**config.mk**
```make
export PLATFORM = sky130hd
export DESIGN_NAME = axis_pkt_mux
export DESIGN_NICKNAME = d
export VERILOG_FILES = /design/src/rtl/axis_mux_pkg.sv /design/src/rtl/axis_skid_buf.sv /design/src/rtl/axis_pkt_mux.sv
export SDC_FILE = /design/constraint.sdc
export NUM_CORES = 1
export LEC_CHECK = 0
export CAP_MARGIN = 20
export CORE_AREA = 2 2 275 277
export CTS_BUF_LIST = sky130_fd_sc_hd__clkbuf_4 sky130_fd_sc_hd__clkbuf_8 sky130_fd_sc_hd__clkbuf_16
export DETAILED_ROUTE_END_ITERATION = 12
export DIE_AREA = 0 0 277 279
export GPL_ROUTABILITY_DRIVEN = 0
export PLACE_DENSITY = 0.34
export SLEW_MARGIN = 5
export SYNTH_ARGS = -nofsm -noshare
export SYNTH_HDL_FRONTEND = slang
export SYNTH_SLANG_ARGS = --single-unit
```
**constraint.sdc**
```tcl
create_clock -name clk -period 2.9 [get_ports clk]
set_input_delay 0.725 -clock clk [delete_from_list [all_inputs] [get_ports clk]]
set_output_delay 0.725 -clock clk [all_outputs]
set_load 0.01 [all_outputs]
```
**src/rtl/axis_mux_pkg.sv**
```systemverilog
// Shared definitions for the packet-aware AXI-Stream multiplexer.
//   SEL_EN   : bit position of the enable flag in an 8-bit bus_sel code
//   SEL_NONE : "no channel requested" code
//   SEL_BASE : enable flag alone; SEL_BASE | i requests channel i
//   mux_state_e : selection FSM states
package axis_mux_pkg;

  localparam int unsigned SEL_EN   = 7;
  localparam logic [7:0]  SEL_NONE = 8'h00;
  localparam logic [7:0]  SEL_BASE = 8'h80;

  typedef enum logic [0:0] {
    StIdle = 1'b0,
    StPass = 1'b1
  } mux_state_e;

endpackage

```
**src/rtl/axis_skid_buf.sv**
```systemverilog
// Two-entry registered stream slice: an output register plus one skid register.
// Gives full throughput with registered valid/data, and an input ready that comes
// straight from a flop (not from out_ready_i).
//   clk_i, rst_i  : clock, synchronous active-high reset
//   in_valid_i    : beat offered; caller must only assert it while in_ready_o is high
//   in_ready_o    : skid register empty
//   in_data_i     : beat payload
//   out_valid_o   : output register holds a beat
//   out_ready_i   : downstream ready
//   out_data_o    : output register payload
module axis_skid_buf #(
  parameter int unsigned DATA_W = 32
) (
  input  logic              clk_i,
  input  logic              rst_i,
  input  logic              in_valid_i,
  output logic              in_ready_o,
  input  logic [DATA_W-1:0] in_data_i,
  output logic              out_valid_o,
  input  logic              out_ready_i,
  output logic [DATA_W-1:0] out_data_o
);

  logic              out_valid_q, out_valid_d;
  logic [DATA_W-1:0] out_data_q, out_data_d;
  logic              skid_valid_q, skid_valid_d;
  logic [DATA_W-1:0] skid_data_q, skid_data_d;
  logic              drain;

  assign drain = out_valid_q && out_ready_i;

  always_comb begin
    out_valid_d  = out_valid_q;
    out_data_d   = out_data_q;
    skid_valid_d = skid_valid_q;
    skid_data_d  = skid_data_q;
    if (drain) begin
      out_valid_d = 1'b0;
    end
    if (skid_valid_q) begin
      // Input is blocked while the skid holds a beat, so only a reload can happen.
      if (drain) begin
        out_valid_d  = 1'b1;
        out_data_d   = skid_data_q;
        skid_valid_d = 1'b0;
      end
    end else if (in_valid_i) begin
      if (!out_valid_q || drain) begin
        out_valid_d = 1'b1;
        out_data_d  = in_data_i;
      end else begin
        skid_valid_d = 1'b1;
        skid_data_d  = in_data_i;
      end
    end
  end

  always_ff @(posedge clk_i) begin
    if (rst_i) begin
      out_valid_q  <= 1'b0;
      out_data_q   <= '0;
      skid_valid_q <= 1'b0;
      skid_data_q  <= '0;
    end else begin
      out_valid_q  <= out_valid_d;
      out_data_q   <= out_data_d;
      skid_valid_q <= skid_valid_d;
      skid_data_q  <= skid_data_d;
    end
  end

  assign in_ready_o  = !skid_valid_q;
  assign out_valid_o = out_valid_q;
  assign out_data_o  = out_data_q;

endmodule

```
**src/rtl/axis_pkt_mux.sv**
```systemverilog
// Packet-aware N:1 AXI-Stream multiplexer. A channel is latched from bus_sel while
// idle and held until that channel's tlast beat is accepted, so packets never
// interleave. Output goes through a two-entry skid slice (registered m_*).
//   clk, rst          : clock, synchronous active-high reset
//   bus_sel           : {enable, channel index}; ignored unless enabled and in range
//   s_tvalid/s_tready : per-channel handshake; only the latched channel sees ready
//   s_tdata/s_tkeep   : channel i at [i*W +: W]
//   s_tlast           : per-channel last
//   m_t*              : registered output stream
//   busy              : a packet is being passed
//   cur_ch            : latched channel index
//   pkt_cnt           : packets completed at the output (wraps)
module axis_pkt_mux
  import axis_mux_pkg::*;
#(
  parameter int unsigned N_CH   = 16,
  parameter int unsigned DATA_W = 32,
  parameter int unsigned KEEP_W = DATA_W / 8,
  parameter int unsigned SEL_W  = 8
) (
  input  logic                     clk,
  input  logic                     rst,
  input  logic [SEL_W-1:0]         bus_sel,
  input  logic [N_CH-1:0]          s_tvalid,
  output logic [N_CH-1:0]          s_tready,
  input  logic [N_CH*DATA_W-1:0]   s_tdata,
  input  logic [N_CH*KEEP_W-1:0]   s_tkeep,
  input  logic [N_CH-1:0]          s_tlast,
  output logic                     m_tvalid,
  input  logic                     m_tready,
  output logic [DATA_W-1:0]        m_tdata,
  output logic [KEEP_W-1:0]        m_tkeep,
  output logic                     m_tlast,
  output logic                     busy,
  output logic [SEL_W-2:0]         cur_ch,
  output logic [31:0]              pkt_cnt
);

  localparam int unsigned PayW = DATA_W + KEEP_W + 1;
  localparam int unsigned ChW  = (N_CH > 1) ? $clog2(N_CH) : 1;

  mux_state_e       state_q, state_d;
  logic [SEL_W-2:0] cur_ch_q, cur_ch_d;
  logic [31:0]      pkt_cnt_q, pkt_cnt_d;

  logic [SEL_W-2:0]  sel_idx;
  logic              sel_ok;
  logic [ChW-1:0]    ch_idx;
  logic              ch_valid, ch_last;
  logic [DATA_W-1:0] ch_data;
  logic [KEEP_W-1:0] ch_keep;
  logic              buf_ready, pass_rdy, accept;
  logic [PayW-1:0]   out_payload;

  assign sel_idx = bus_sel[SEL_W-2:0];
  assign sel_ok  = bus_sel[SEL_W-1] && (32'(sel_idx) < N_CH);

  // cur_ch_q is always < N_CH, so the low ChW bits address the channel exactly.
  assign ch_idx   = cur_ch_q[ChW-1:0];
  assign ch_valid = s_tvalid[ch_idx];
  assign ch_last  = s_tlast[ch_idx];
  assign ch_data  = s_tdata[ch_idx*DATA_W +: DATA_W];
  assign ch_keep  = s_tkeep[ch_idx*KEEP_W +: KEEP_W];

  // Ready comes from the skid-full flop only, never from m_tready.
  assign pass_rdy = (state_q == StPass) && !rst && buf_ready;
  assign accept   = pass_rdy && ch_valid;

  always_comb begin
    s_tready         = '0;
    s_tready[ch_idx] = pass_rdy;
  end

  always_comb begin
    state_d  = state_q;
    cur_ch_d = cur_ch_q;
    unique case (state_q)
      StIdle: begin
        if (sel_ok) begin
          state_d  = StPass;
          cur_ch_d = sel_idx;
        end
      end
      StPass: begin
        if (accept && ch_last) begin
          state_d = StIdle;
        end
      end
      default: state_d = StIdle;
    endcase
  end

  always_comb begin
    pkt_cnt_d = pkt_cnt_q;
    if (m_tvalid && m_tready && m_tlast) begin
      pkt_cnt_d = pkt_cnt_q + 32'd1;
    end
  end

  always_ff @(posedge clk) begin
    if (rst) begin
      state_q   <= StIdle;
      cur_ch_q  <= '0;
      pkt_cnt_q <= '0;
    end else begin
      state_q   <= state_d;
      cur_ch_q  <= cur_ch_d;
      pkt_cnt_q <= pkt_cnt_d;
    end
  end

  axis_skid_buf #(
    .DATA_W(PayW)
  ) u_skid (
    .clk_i      (clk),
    .rst_i      (rst),
    .in_valid_i (accept),
    .in_ready_o (buf_ready),
    .in_data_i  ({ch_last, ch_keep, ch_data}),
    .out_valid_o(m_tvalid),
    .out_ready_i(m_tready),
    .out_data_o (out_payload)
  );

  assign {m_tlast, m_tkeep, m_tdata} = out_payload;

  assign busy    = (state_q == StPass);
  assign cur_ch  = cur_ch_q;
  assign pkt_cnt = pkt_cnt_q;

endmodule

```
==> impl_metrics.env <==
export IMPL_die_w_um=277
export IMPL_clkSinkCount=116
export IMPL_tightestPinTransition_ns=0.827
export IMPL_cts_buffer_depth=2
export IMPL_yosysTopAreaCell="mux4_2"
export IMPL_arrival_ns=2.10
export IMPL_h_tree_depth=4
export IMPL_power_density_mw_per_mm2=285
export IMPL_synth_fa_ha_area_share_pct=0.132
export IMPL_ys_warn_count=0
export IMPL_core_area_mm2=0.0741
export IMPL_vias=10400
export IMPL_required_ns=2.17
export IMPL_ioPinCount=713
export IMPL_grt_pass1_wl_um=85700
export IMPL_numCtsBuffers=17
export IMPL_synthTopCellsByArea="mux4_2 (36%), dfxtp_1 (25%), mux2i_1 (8.1%)"
export IMPL_die_area_mm2=0.0773
export IMPL_hold_class="flip-flop to flip-flop"
export IMPL_hold_viol_final=0
export IMPL_nNetsFinal=2169
export IMPL_postSynthAreaPerCell_um2=11.2
export IMPL_synth_simple_gate_area_share_pct=10.1
export IMPL_path_class="primary input to primary output"
export IMPL_tritoncts="done"
export IMPL_fin_crit_sh_pct=97.4
export IMPL_syn_to_final_growth_pct=98.2
export IMPL_drtAntennaViolNets=0
export IMPL_status="completed"
export IMPL_drt_total_wl_um=60600
export IMPL_async_flop_share_pct=0
export IMPL_instances_no_fill=2534
export IMPL_syn_instance_count=849
export IMPL_synth_top_area_share_pct=36.4
export IMPL_dp_hpwl_um=51100
export IMPL_setup_violations=0
export IMPL_dr_pass1_iters=4
export IMPL_placed_cell_area_mm2=0.0181
export IMPL_end_kind="primary output"
export IMPL_leakage_nw=6.32
export IMPL_grt_antenna_before_repair=12
export IMPL_dpl_worst_slack_ns=-0.434
export IMPL_synthFlopType="dfxtp_1"
export IMPL_dp_cells=2495
export IMPL_ir_drop_uv=409
export IMPL_drt_initial_drc_count=338
export IMPL_period_needed_ns=2.83
export IMPL_max_slew_margin_rel_pct=44.9
export IMPL_initial_core_util_pct=12.8
export IMPL_finalClockSkew_ns=0.00779
export IMPL_slew_viol_final=0
export IMPL_synthDistinctLibCells=40
export IMPL_path_max_fanout=6
export IMPL_remaining_drc_errors=0
export IMPL_yosys_top_cells_count="mux4_2 (153), dfxtp_1 (116), nor2_1 (81), mux2i_1 (77), a22oi_1 (74)"
export IMPL_viasPerCell=4.11
export IMPL_grt_pass1_vias=11700
export IMPL_syn_area_mm2=0.00947
export IMPL_synth_compound_area_share_pct=14.0
export IMPL_num_rows=100
export IMPL_grt_usage_pct=15.5
export IMPL_clkLatencyLatePin_ns=0.47
export IMPL_clk_pin_slew_ns=0.06
export IMPL_drive_gt1_share_pct=19.0
export IMPL_wl_per_cell_um=23.9
export IMPL_maxCapViolCount=0
export IMPL_synth_most_common_cell="mux4_2"
export IMPL_io_buffers=712
export IMPL_cts_root_buf="clkbuf_16"
export IMPL_rsz0062_at_grt="false"
export IMPL_die_h_um=279
export IMPL_synth_top_family_by_area="multiplexers"
export IMPL_fin_setup_tns_ns=0
export IMPL_yosysSeqAreaShare_pct=24.5
export IMPL_final_cell_area_mm2=0.0188
export IMPL_setup_slack_ns=0.0748
export IMPL_fmaxAchievable_mhz=354
export IMPL_synth_xor_area_share_pct=1.94
export IMPL_synthMuxAreaShare_pct=44.8
export IMPL_yosys_register_bits=116
export IMPL_start_kind="primary input"
export IMPL_syn_num_nets=1469
export IMPL_overflow=0
export IMPL_synth_edf_count=0
export IMPL_grt_max_degree=75
-- repair_timing --
| action | CTS | global route |
|---|---|---|
| hold endpoints to repair | 0 | 0 |
| setup buffers | 0 | 3 |
| cloned | 1 | 0 |
| endpoints found under the setup margin | 11 | 5 |
| hold buffers | 0 | 0 |
| gates resized for setup | 9 | 6 |
-- registers in the layout, indices dropped and copies added (netlist names) --
signal               count
u_skid.skid_data_q      37
pkt_cnt                 32
u_skid.out_valid_o       1
u_skid.out_data_o       37
busy                     1
cur_ch                   7
u_skid.skid_valid_q      1
-- metal layers --
layer	wire (µm)	track usage, %	vias to the layer above
met5	61	0	-
met4	805	3.54	10
met3	4690	5.20	58
met2	31100	27.6	470
met1	24000	18.0	5086
li1	-	-	4803
-- final timing paths --
| kind | startpoint | to | slack, ns | depth (start not counted) |
|---|---|---|---|---|
| min reg2reg | u_skid.skid_data_q[36] | u_skid.skid_data_q[36] | 0.46 | 2 |
| max | rst | s_tready[13] | 0.07 | 6 |
| min | u_skid.skid_data_q[36] | u_skid.skid_data_q[36] | 0.46 | 2 |
| max reg2reg | cur_ch[0] | u_skid.out_data_o[16] | 0.24 | 8 |
-- through the flow --
step                      hold slack, ns  utilization, %  total power [mW]
final                              0.461            25.3              5.35
after global placement             0.445            24.4              3.15
after global routing               0.470            25.3              5.62
after CTS                          0.464            25.3              5.48
after floorplan                    0.437               -              2.09
after detailed placement           0.445            24.4              3.17
-- critical path, stage by stage --
cell	delay [ns]
buf_4	0.14
nor3b_2	0.18
buf_4	0.18
nand3b_1	0.16
nor2_2	0.15
clkdlybuf4s50_1	0.57
-- report_power, final --
part	internal, mW	switching [mW]	total, mW	leakage (nW)
combinational	1.05	0.455	1.50	5.10
sequential	1.60	0.00886	1.61	0.937
clock	1.34	0.889	2.23	0.288
-- cells in the final DEF, fill, tap and decap left out, drive strengths merged, types with 5 or more instances in the layout --
cell	count
xor2	5
mux4	153
mux2i	77
nor4	6
and2	6
clkdlybuf4s50	702
and3	5
dfxtp	116
a22oi	74
nand2	52
nor2	81
dlymetal6s2s	5
buf	61
or3	6
o21ai	10
nand3b	6
clkbuf	19
a21oi	49
inv	8
nand3	15
a211oi	38
xnor2	16
nor3	10
-- layout make-up --
| type | count | area (µm²) |
|---|---|---|
| Fill cell | 7847 | 55300 |
| Timing Repair Buffer | 773 | 7810 |
| Multi-Input combinational cell | 636 | 6770 |
| Sequential cell | 116 | 2330 |
| Tap cell | 969 | 1210 |
| Clock buffer | 19 | 464 |
| Clock inverter | 13 | 148 |
| Inverter | 5 | 18.8 |
| Antenna cell | 3 | 7.51 |
-- cell families after synthesis --
kind of cell,count (synthesis)
AOI/OAI and AO/OA,176
and+or+nand+nor,206
muxes,232
buffers and inverters,97
xor gates and xnor gates,21
DFF,116
adders and majority gates,1
Note: power is estimated with default switching activity, not from simulation.
